[config.mk]
export PLATFORM = sky130hd
export DESIGN_NAME = tile_store_engine
export DESIGN_NICKNAME = d
export VERILOG_FILES = /design/src/rtl/store_pkg.sv /design/src/rtl/tile_beat_mux.sv /design/src/rtl/tile_store_engine.sv
export SDC_FILE = /design/constraint.sdc
export NUM_CORES = 1
export LEC_CHECK = 0
export CAP_MARGIN = 20
export CORE_ASPECT_RATIO = 1.4
export CORE_MARGIN = 10
export CORE_UTILIZATION = 32
export CTS_BUF_LIST = sky130_fd_sc_hd__clkbuf_8
export DETAILED_ROUTE_END_ITERATION = 7
export SLEW_MARGIN = 20
export SYNTH_ARGS = -nofsm -noshare
export SYNTH_HDL_FRONTEND = slang
export SYNTH_SLANG_ARGS = --single-unit
[constraint.sdc]
create_clock -name clk -period 4.4 [get_ports clk]
set_clock_uncertainty 0.2 [all_clocks]
set_input_delay 0.88 -clock clk [delete_from_list [all_inputs] [get_ports clk]]
set_output_delay 0.88 -clock clk [all_outputs]
set_load 0.05 [all_outputs]
[src/rtl/store_pkg.sv]
// Shared definitions for the tile store engine: FSM state encoding and the
// per-beat element-enable mask helper.
package store_pkg;

  typedef enum logic [2:0] {
    IDLE,
    REQ_TILE,
    WRITE,
    ADVANCE,
    FINISH
  } store_state_t;

  localparam int unsigned MAX_BEAT_ELEMS = 32;

  // Sets the low 'count' bits; callers size-cast down to their beat width.
  function automatic logic [MAX_BEAT_ELEMS-1:0] be_mask(input logic [31:0] count);
    logic [MAX_BEAT_ELEMS-1:0] mask;
    mask = '0;
    for (int i = 0; i < int'(MAX_BEAT_ELEMS); i++) begin
      mask[i] = (32'(i) < count);
    end
    return mask;
  endfunction

endpackage

[src/rtl/tile_beat_mux.sv]
// Holds one captured buffer tile and selects the elements of the current beat,
// forcing disabled lanes to zero.
module tile_beat_mux #(
  parameter int DATA_WIDTH = 8,
  parameter int TILE_ELEMS = 32,
  parameter int BEAT_ELEMS = 4,
  parameter int BEAT_IDX_W = 3
) (
  input  logic                            clk,
  input  logic                            rst_n,
  input  logic                            capture,
  input  logic [DATA_WIDTH-1:0]           tile_data [TILE_ELEMS],
  input  logic [BEAT_IDX_W-1:0]           beat_idx,
  input  logic [BEAT_ELEMS-1:0]           lane_en,
  output logic [BEAT_ELEMS*DATA_WIDTH-1:0] beat_data
);

  localparam int ELEM_IDX_W = (TILE_ELEMS > 1) ? $clog2(TILE_ELEMS) : 1;

  logic [DATA_WIDTH-1:0] tile_reg [TILE_ELEMS];

  always_ff @(posedge clk or negedge rst_n) begin
    if (!rst_n) begin
      for (int i = 0; i < TILE_ELEMS; i++) tile_reg[i] <= '0;
    end else if (capture) begin
      for (int i = 0; i < TILE_ELEMS; i++) tile_reg[i] <= tile_data[i];
    end
  end

  genvar gi;
  generate
    for (gi = 0; gi < BEAT_ELEMS; gi++) begin : g_lane
      logic [ELEM_IDX_W-1:0] elem_idx;
      assign elem_idx = ELEM_IDX_W'(beat_idx) * ELEM_IDX_W'(BEAT_ELEMS) + ELEM_IDX_W'(gi);
      assign beat_data[gi*DATA_WIDTH +: DATA_WIDTH] = lane_en[gi] ? tile_reg[elem_idx] : '0;
    end
  endgenerate

endmodule

[src/rtl/tile_store_engine.sv]
// Streams tiles from a vector buffer to DRAM as element beats with partial-beat enables.
// Optional macro STORE_STALL_CNT_EN adds a saturating backpressure cycle counter.
module tile_store_engine
  import store_pkg::*;
#(
  parameter int ADDR_WIDTH = 24,
  parameter int DATA_WIDTH = 8,
  parameter int TILE_WIDTH = 256,
  parameter int TILE_ELEMS = TILE_WIDTH / DATA_WIDTH,
  parameter int BEAT_ELEMS = 4,
  parameter int LEN_WIDTH  = 16
) (
  input  logic                             clk,
  input  logic                             rst_n,
  input  logic                             start,
  input  logic [ADDR_WIDTH-1:0]            dram_addr,
  input  logic [LEN_WIDTH-1:0]             length,
  input  logic [ADDR_WIDTH-1:0]            tile_stride,
  input  logic [4:0]                       buf_id,
  output logic                             buf_read_en,
  output logic [4:0]                       buf_read_id,
  input  logic [DATA_WIDTH-1:0]            buf_read_data [TILE_ELEMS],
  input  logic                             buf_read_done,
  output logic                             mem_req,
  output logic                             mem_we,
  output logic [ADDR_WIDTH-1:0]            mem_addr,
  output logic [BEAT_ELEMS*DATA_WIDTH-1:0] mem_wdata,
  output logic [BEAT_ELEMS-1:0]            mem_be,
  input  logic                             mem_ready,
  output logic                             busy,
  output logic                             done,
  output logic [15:0]                      stall_cnt
);

  localparam int BEATS_PER_TILE = TILE_ELEMS / BEAT_ELEMS;
  localparam int BEAT_IDX_W = (BEATS_PER_TILE > 1) ? $clog2(BEATS_PER_TILE) : 1;
  localparam logic [BEAT_IDX_W-1:0] LAST_BEAT = BEAT_IDX_W'(BEATS_PER_TILE - 1);
  localparam logic [LEN_WIDTH-1:0] BEAT_LEN = LEN_WIDTH'(BEAT_ELEMS);

  store_state_t state_reg, state_next;

  logic [ADDR_WIDTH-1:0] tile_base_reg;
  logic [ADDR_WIDTH-1:0] stride_reg;
  logic [LEN_WIDTH-1:0]  remaining_reg;
  logic [BEAT_IDX_W-1:0] beat_idx_reg;
  logic [4:0]            buf_id_reg;

  logic                  start_ok;
  logic                  capture;
  logic                  tile_last;
  logic [LEN_WIDTH-1:0]  beat_cnt;
  logic [BEAT_ELEMS-1:0] beat_mask;

  assign start_ok  = (state_reg == IDLE) && start;
  assign capture   = (state_reg == REQ_TILE) && buf_read_done;
  assign beat_cnt  = (remaining_reg >= BEAT_LEN) ? BEAT_LEN : remaining_reg;
  // A tile ends either at its last beat or when the transfer runs out of elements.
  assign tile_last = (beat_idx_reg == LAST_BEAT) || (remaining_reg == beat_cnt);
  assign beat_mask = BEAT_ELEMS'(be_mask(32'(beat_cnt)));

  always_ff @(posedge clk or negedge rst_n) begin
    if (!rst_n) state_reg <= IDLE;
    else        state_reg <= state_next;
  end

  always_comb begin
    state_next  = state_reg;
    buf_read_en = 1'b0;
    mem_req     = 1'b0;
    mem_be      = '0;
    mem_addr    = '0;
    done        = 1'b0;
    busy        = (state_reg != IDLE);
    case (state_reg)
      IDLE: begin
        if (start) state_next = (length == '0) ? FINISH : REQ_TILE;
      end
      REQ_TILE: begin
        buf_read_en = 1'b1;
        if (buf_read_done) state_next = WRITE;
      end
      WRITE: begin
        mem_req  = 1'b1;
        mem_be   = beat_mask;
        mem_addr = tile_base_reg + ADDR_WIDTH'(beat_idx_reg) * ADDR_WIDTH'(BEAT_ELEMS);
        if (mem_ready && tile_last) state_next = ADVANCE;
      end
      ADVANCE: begin
        state_next = (remaining_reg != '0) ? REQ_TILE : FINISH;
      end
      FINISH: begin
        done       = 1'b1;
        state_next = IDLE;
      end
      default: state_next = IDLE;
    endcase
  end

  assign mem_we      = mem_req;
  assign buf_read_id = buf_id_reg;

  always_ff @(posedge clk or negedge rst_n) begin
    if (!rst_n) begin
      tile_base_reg <= '0;
      stride_reg    <= '0;
      remaining_reg <= '0;
      beat_idx_reg  <= '0;
      buf_id_reg    <= '0;
    end else begin
      case (state_reg)
        IDLE: begin
          if (start_ok) begin
            tile_base_reg <= dram_addr;
            stride_reg    <= tile_stride;
            remaining_reg <= length;
            buf_id_reg    <= buf_id;
            beat_idx_reg  <= '0;
          end
        end
        WRITE: begin
          if (mem_ready) begin
            remaining_reg <= remaining_reg - beat_cnt;
            if (!tile_last) beat_idx_reg <= beat_idx_reg + BEAT_IDX_W'(1);
          end
        end
        ADVANCE: begin
          beat_idx_reg <= '0;
          if (remaining_reg != '0) tile_base_reg <= tile_base_reg + stride_reg;
        end
        default: ;
      endcase
    end
  end

  tile_beat_mux #(
    .DATA_WIDTH (DATA_WIDTH),
    .TILE_ELEMS (TILE_ELEMS),
    .BEAT_ELEMS (BEAT_ELEMS),
    .BEAT_IDX_W (BEAT_IDX_W)
  ) u_mux (
    .clk       (clk),
    .rst_n     (rst_n),
    .capture   (capture),
    .tile_data (buf_read_data),
    .beat_idx  (beat_idx_reg),
    .lane_en   (mem_be),
    .beat_data (mem_wdata)
  );

`ifdef STORE_STALL_CNT_EN
  logic [15:0] stall_cnt_reg;

  always_ff @(posedge clk or negedge rst_n) begin
    if (!rst_n) begin
      stall_cnt_reg <= '0;
    end else if (start_ok) begin
      stall_cnt_reg <= '0;
    end else if (mem_req && !mem_ready && (stall_cnt_reg != 16'hFFFF)) begin
      stall_cnt_reg <= stall_cnt_reg + 16'd1;
    end
  end

  assign stall_cnt = stall_cnt_reg;
`else
  assign stall_cnt = '0;
`endif

endmodule

==> results of run 1 <==
## Yosys cell counts (10+ instances only)
cell / number / area (um2)
dfrtp_1: 331 / 8280
ha_1: 29 / 363
mux2_2: 256 / 2880
o21ai_0: 39 / 195
nand2_1: 152 / 571
nand3_1: 17 / 85.1
buf_2: 31 / 155
clkbuf_1: 36 / 135
xnor2_1: 13 / 114
and3_1: 14 / 87.6
a31oi_1: 13 / 81.3
or3_1: 10 / 62.6
a21oi_1: 63 / 315
buf_4: 17 / 128
nor3_1: 15 / 75.1
inv_1: 13 / 48.8
mux4_2: 64 / 1440
mux2i_1: 34 / 340
nor2_1: 101 / 379
xor2_1: 17 / 149
## kinds of logic after synthesis
family / after synthesis / synth area share, %
flops: 331 / 48.8
mux: 354 / 27.5
simple gates: 363 / 9.65
compound gates: 185 / 6.86
other cells: 2 / 0.0443
buf+inv: 110 / 3.22
xor+xnor: 30 / 1.55
fa+ha+maj: 31 / 2.37
## layout make-up
class                           count  area [um2]
Antenna cell                        2        5.00
Clock buffer                       73        1000
Clock inverter                     29         201
Fill cell                        5004       29300
Inverter                           14        52.6
Multi-Input combinational cell    980        8210
Sequential cell                   331        8290
Tap cell                          707         885
Timing Repair Buffer              430        4310
## critical path, stage by stage, from the launching register on
cell     delay, ns
dfrtp_1       0.43
or4_4         0.58
nor3b_4       0.34
nand3_2       0.13
o21ai_2       0.57
nor2_1        0.17
buf_4         0.23
## metal layers
layer | track usage (%) | share of wire, % | up-vias
met5 | 0 | 0.28 | -
met4 | 5.58 | 2.6 | 26
met3 | 6.02 | 7.6 | 121
met2 | 30.8 | 51 | 419
met1 | 19.2 | 38 | 6405
li1 | - | - | 5869
## cells in the final DEF (no fill, tap or decap), types with 4 or more instances in the layout
master | synthesis | final
mux2_2 | 256 | 256
or3_1 | 10 | 10
nand4_1 | 6 | 6
nand2_1 | 152 | 152
dfrtp_1 | 331 | 328
xnor2_1 | 13 | 13
a31oi_1 | 13 | 13
inv_1 | 13 | 30
nor4_1 | 9 | 9
nand2_2 | 7 | 7
a21o_1 | 9 | 9
or2_2 | 6 | 6
nand2b_1 | 4 | 4
conb_1 | 2 | 17
clkdlybuf4s50_1 | 0 | 344
o22ai_1 | 5 | 5
o21ai_0 | 39 | 39
a21oi_1 | 63 | 62
nor3_1 | 15 | 15
clkbuf_8 | 0 | 73
buf_4 | 17 | 66
ha_1 | 29 | 29
mux2i_1 | 34 | 34
o21ai_2 | 9 | 9
buf_12 | 1 | 16
nor2b_1 | 4 | 4
nand3_1 | 17 | 17
xor2_1 | 17 | 17
and3_1 | 14 | 14
clkinv_2 | 0 | 6
o21a_1 | 7 | 7
mux4_2 | 64 | 64
and2_1 | 6 | 5
nor2_1 | 101 | 100
a211oi_1 | 7 | 7
## worst max path at each step
stage / to / slack [ns] / depth (start not counted) / startpoint
after floorplan: mem_wdata[0] / 0.71 / 6 / state_reg[2]$_DFFE_PN0P_
after global placement: mem_addr[17] / 0.68 / 8 / beat_idx_reg[1]$_DFFE_PN0P_
after detailed placement: mem_addr[17] / 0.68 / 8 / beat_idx_reg[1]$_DFFE_PN0P_
after CTS: mem_addr[15] / 0.02 / 8 / beat_idx_reg[1]$_DFFE_PN0P_
after global routing: mem_addr[7] / 0.005 / 6 / beat_idx_reg[1]$_DFFE_PN0P_
final: mem_wdata[6] / 0.21 / 6 / remaining_reg[6]$_DFFE_PN0P_
## power by group
part / leakage [nW] / switching, mW / internal (mW)
Combinational: 4.86 / 3.95 / 3.82
Sequential: 3.90 / 0.995 / 4.60
Clock: 0.682 / 1.36 / 1.61
Total: 9.45 / 6.31 / 10.0
==> impl_metrics.env, run 1 <==
export IMPL_drtAntennaViolNets=0
export IMPL_finalMaxSlewViolations=0
export IMPL_grt_antenna_before_repair=15
export IMPL_chipWidth_um=215
export IMPL_reg2regPathDepth=11
export IMPL_timing_setup_tns_ns=0
export IMPL_final_cell_count_no_fill=2566
export IMPL_timing_fmax_ghz=0.239
export IMPL_clk_insertion_delay_late_ns=0.64
export IMPL_cts_max_path_buffers=3
export IMPL_hpwl_um=42000
export IMPL_ctsResizeCount=1
export IMPL_drt_wirelength_per_cell_um=21.8
export IMPL_detail_route_first_pass_iterations=5
export IMPL_drive_above_1_share_pct=28.3
export IMPL_viasPerCell=5.00
export IMPL_clock_tree_from_tritoncts="done"
export IMPL_grt_start_max_net_pins=107
export IMPL_final_setup_worst_slack_ns=0.210
export IMPL_final_cell_area_mm2=0.0230
export IMPL_worst_vdd_rail_ir_drop_uv=370
export IMPL_r2r_slack_ns=1.11
export IMPL_first_global_vias=14200
export IMPL_final_core_util_pct=43.9
export IMPL_syn_area_mm2=0.0170
export IMPL_initialDrtViolationCount=605
export IMPL_post_place_cells=2462
export IMPL_max_cap_check_violation_count=0
export IMPL_die_h_um=292
export IMPL_netlist_instances=1406
export IMPL_tritoncts_num_sinks=331
export IMPL_cts_clk_slew_worst_paths_ns=0.07
export IMPL_area_delta_synth_final_pct=35.3
export IMPL_cts_hold_buffers=0
export IMPL_power_leakage_nw=9.45
export IMPL_slew_headroom_pct=36.3
export IMPL_htree_levels=2
export IMPL_tritoncts_num_buffers=56
export IMPL_pre_cts_ws_ns=0.681
export IMPL_worst_ep_required_time_ns=3.32
export IMPL_timing_hold_violations_final=0
export IMPL_synth_async_reset_ratio_pct=100
export IMPL_ys_seq_elements=331
export IMPL_timing_critical_path_fanout_max=9
export IMPL_synth_sequential_area_ratio_pct=48.8
export IMPL_rsz0062_at_grt="false"
export IMPL_setup_viol=0
export IMPL_die_area_mm2=0.0628
export IMPL_largest_register_ff_count=256
export IMPL_initial_core_util_pct=32.5
export IMPL_layout_worst_path_cycle_share_pct=95.2
export IMPL_count_of_flip_flops_with_a_built_in_enable_after_synthesis=0
export IMPL_vias=12800
export IMPL_setup_worst_path_end_class="primary output"
export IMPL_holdCritPathClass="primary input to asynchronous set/reset pin"
export IMPL_total_power_mw=16.3
export IMPL_path_class="register to primary output"
export IMPL_routed_wire_length_um=55900
export IMPL_gp_congestion=0.914
export IMPL_yosysUniqueCellTypes=69
export IMPL_crit_reg2reg_launch="remaining_reg[6]$_DFFE_PN0P_"
export IMPL_portBuffers=399
export IMPL_globalRouteOverflowTotal=0
export IMPL_final_hold_worst_slack_ns=0.0917
export IMPL_syn_avg_cell_area_um2=12.1
export IMPL_ys_dominant_reg_cell="dfrtp_1"
export IMPL_cts_root_buf="clkbuf_8"
export IMPL_final_period_minus_worst_setup_slack_ns=4.19
export IMPL_cp_start_kind="register"
export IMPL_grt_usage_pct=17.4
export IMPL_power_per_cell_area_mw_per_mm2=711
export IMPL_timing_worst_slew_pin_value_ns=0.955
export IMPL_run_status="completed"
export IMPL_core_area_mm2=0.0523
export IMPL_regToRegEndpoint="remaining_reg[14]$_DFFE_PN0P_"
export IMPL_worstPathArrival_ns=3.11
export IMPL_yosysWarningCount=0
export IMPL_drc=0
export IMPL_placement_rows=99
export IMPL_post_cts_setup_buffer_count=0
export IMPL_num_nets_final=2174
export IMPL_postPlaceCellArea_mm2=0.0217
export IMPL_grt_first_pass_wirelength_um=85400
export IMPL_ios=416
(Power assumes the default switching activity.)
==> run 2: changes to the inputs <==
Settings changed: SYNTH_HIERARCHICAL set to 1.
==> run 2 against run 1 <==
  * Combinational power grew 5.7%
  * Critical endpoint is now mem_addr[23]
  * Final cell count grew 3.5%
  * Cell area rose by 3.4%
  * Sequential power down 0.7%
  * Power up 1.9%
  * Hold slack better by 0.18 ns
  * Largest power group unchanged
  * Synthesized area up 2.5%
  * Critical path type unchanged
  * Routed wire length grew 5.9%
  * Die area grew 2.3%
  * First-iteration DRC count rose by 26%
  * Clock power shrank 3%
  * Utilization hardly changed
==> impl_metrics.env, run 2 <==
export IMPL_crit_start="beat_idx_reg[1]$_DFFE_PN0P_"
export IMPL_timing_fmax_ghz=0.236
export IMPL_drive_above_1_share_pct=28.3
export IMPL_path_class="register to primary output"
export IMPL_intPower_mw=9.98
export IMPL_die_h_um=296
export IMPL_power_frac_seq_pct=33.3
export IMPL_tritoncts_num_sinks=331
export IMPL_die_area_mm2=0.0642
export IMPL_slew_headroom_pct=42.0
export IMPL_area_contributors_post_synth="dfrtp_1 (48%), mux2_2 (19%), mux4_2 (3.9%), nand2_1 (3.5%), a221oi_2 (2.5%)"
export IMPL_syn_area_mm2=0.0174
export IMPL_netlist_instances=1483
export IMPL_cpPeakStageDelay_ns=0.50
export IMPL_synth_async_reset_ratio_pct=100
export IMPL_power_leakage_nw=9.83
export IMPL_syn_avg_cell_area_um2=11.7
export IMPL_holdCritPathClass="register to register"
export IMPL_timing_hold_violations_final=0
export IMPL_num_nets_final=2243
export IMPL_core_area_mm2=0.0541
export IMPL_crit_reg2reg_launch="tile_base_reg[0]$_DFFE_PN0P_"
export IMPL_portBuffers=399
export IMPL_tritoncts_num_buffers=56
export IMPL_power_share_switching_pct=40.0
export IMPL_clock_tree_from_tritoncts="done"
export IMPL_worstPathArrival_ns=3.15
export IMPL_htree_levels=2
export IMPL_cts_clk_slew_worst_paths_ns=0.06
export IMPL_hpwl_um=44200
export IMPL_count_of_flip_flops_with_a_built_in_enable_after_synthesis=0
export IMPL_worst_vdd_rail_ir_drop_uv=349
export IMPL_initialDrtViolationCount=764
export IMPL_ys_seq_elements=331
export IMPL_yosysUniqueCellTypes=72
export IMPL_worst_ep_required_time_ns=3.32
export IMPL_ys_dominant_reg_cell="dfrtp_1"
export IMPL_area_delta_synth_final_pct=36.5
export IMPL_timing_critical_path_cells="ha_1, a21o_1, a21oi_1, or3_4, nor2_1, nand2b_1, or3_1, a21oi_2, buf_12"
export IMPL_pre_cts_ws_ns=0.720
export IMPL_clockPowerShare_pct=17.3
export IMPL_timing_worst_slew_pin_value_ns=0.870
export IMPL_timing_hold_worst_path_depth=2
export IMPL_chipWidth_um=217
export IMPL_layout_worst_path_cycle_share_pct=96.1
export IMPL_first_global_vias=14400
export IMPL_finalMaxSlewViolations=0
export IMPL_drc=0
export IMPL_grt_usage_pct=18.0
export IMPL_power_per_cell_area_mw_per_mm2=701
export IMPL_r2r_slack_ns=1.29
export IMPL_grt_use_met3_pct=5.28
export IMPL_placement_rows=101
export IMPL_cp_start_kind="register"
export IMPL_final_cell_area_mm2=0.0237
export IMPL_yosysWarningCount=6
export IMPL_final_common_cell="clkdlybuf4s50_1"
export IMPL_synth_sequential_area_ratio_pct=47.6
export IMPL_globalRouteOverflowTotal=0
export IMPL_clk_insertion_delay_late_ns=0.64
export IMPL_dominant_cell_by_count_in_the_synthesized_netlist="dfrtp_1"
export IMPL_final_setup_worst_slack_ns=0.169
export IMPL_rsz0062_at_grt="true"
export IMPL_cts_root_buf="clkbuf_8"
export IMPL_globalRoute_busiestLayer="met2"
export IMPL_grtUsageMet2_pct=31.1
export IMPL_timing_setup_tns_ns=0
export IMPL_timing_critical_path_fanout_max=6
export IMPL_setup_viol=0
export IMPL_routed_wire_length_um=59200
export IMPL_run_status="completed"
export IMPL_vias=13300
export IMPL_reg2regPathDepth=10
export IMPL_synthDominantAreaCellType="dfrtp_1"
export IMPL_hold_path_end="buf_read_id[0]$_DFFE_PN0P_"
export IMPL_total_power_mw=16.6
export IMPL_layout_cells_most_common_list="clkdlybuf4s50_1 (342), dfrtp_1 (328), mux2_2 (289)"
export IMPL_initial_core_util_pct=32.2
export IMPL_postPlaceCellArea_mm2=0.0225
export IMPL_setup_worst_path_end_class="primary output"
export IMPL_drt_wirelength_per_cell_um=22.3
export IMPL_cp_slowest_cell="dfrtp_4"
export IMPL_grt_start_max_net_pins=131
export IMPL_ios=416
export IMPL_max_cap_check_violation_count=0
export IMPL_gr_usage_met1_pct=21.3
export IMPL_cts_max_path_buffers=3
export IMPL_grt_first_pass_wirelength_um=89100
export IMPL_worstHoldStart="buf_read_id[0]$_DFFE_PN0P_"
export IMPL_synth_top_cells_by_count="dfrtp_1 (331), mux2_2 (289), nand2_1 (160)"
export IMPL_detail_route_first_pass_iterations=4
export IMPL_drtAntennaViolNets=0
export IMPL_switchingPower_mw=6.66
export IMPL_final_period_minus_worst_setup_slack_ns=4.23
export IMPL_regToRegEndpoint="tile_base_reg[22]$_DFFE_PN0P_"
export IMPL_largest_register_ff_count=256
export IMPL_gp_congestion=0.849
export IMPL_viasPerCell=5.00
export IMPL_combPwrFrac_pct=49.3
export IMPL_grt_antenna_before_repair=12
export IMPL_share_of_the_synthesized_area_in_the_top_cell_type_pct=47.6
## run 2: cell type report
| cell class | instances | area [um2] |
|---|---|---|
| fill | 5140 | 30300 |
| clock inverter | 35 | 219 |
| multi-input combinational | 1019 | 8420 |
| sequential | 331 | 8290 |
| clock buffer | 70 | 963 |
| tap | 721 | 902 |
| timing repair buffer | 431 | 4780 |
| inverter | 43 | 161 |
| antenna | 6 | 15.0 |
## run 2: metal layers
layer	vias up	part of all wire, %
li1	6137	-
met1	6645	41
met2	398	50
met3	92	6.8
met4	14	2.4
met5	-	0.14
## run 2: kinds of logic after synthesis
group | count (synthesis) | synth area share, %
muxes | 356 | 24.9
DFF | 331 | 47.6
other | 2 | 0.0432
AOI/OAI and AO/OA | 249 | 10.2
buffers and inverters | 148 | 4.63
adders and majority gates | 31 | 2.32
xor gates and xnor gates | 26 | 1.31
and+or+nand+nor | 340 | 9.01
## run 2: worst max path at each step
stage	end	cells past startpoint
finish	mem_addr[23]	9
global route	mem_addr[23]	9
CTS	mem_addr[23]	9
detailed placement	mem_addr[23]	9
global placement	mem_addr[23]	9
floorplan	mem_wdata[16]	8
## run 2: what timing repair did
action / CTS / global route
gates resized for setup: 1 / 6
buffers inserted: 0 / 0
setup endpoints to repair: 1 / 7
hold buffers: 1 / 0
hold endpoints to repair: 2 / 0
## run 2: worst max-delay path: cells and delay by family (launching register included)
family	cells	cell delay, ns
flip-flops	1	0.50
buffers and inverters	1	0.16
AND/OR/NAND/NOR	4	1.10
AO/OA/AOI/OAI	3	0.46
adder cells (fa/ha/maj)	1	0.28
## run 2: through the flow
stage | instances | hold WS [ns] | util, %
floorplan | 1498 | 0.250 | -
global placement | 2543 | 0.261 | 41.6
detailed placement | 2544 | 0.261 | 41.6
CTS | 2650 | 0.277 | 43.8
global route | 2653 | 0.305 | 43.9
finish | 2656 | 0.275 | 43.9
## run 2: power by group through the flow
| stage | Clock [mW] | Combinational (mW) | Sequential [mW] |
|---|---|---|---|
| after floorplan | 0 | 5.68 | 5.32 |
| after global placement | 0 | 8.12 | 5.50 |
| after detailed placement | 0 | 8.24 | 5.60 |
| after CTS | 2.99 | 8.28 | 5.55 |
| after global routing | 3.12 | 8.90 | 5.75 |
| final | 2.88 | 8.21 | 5.55 |
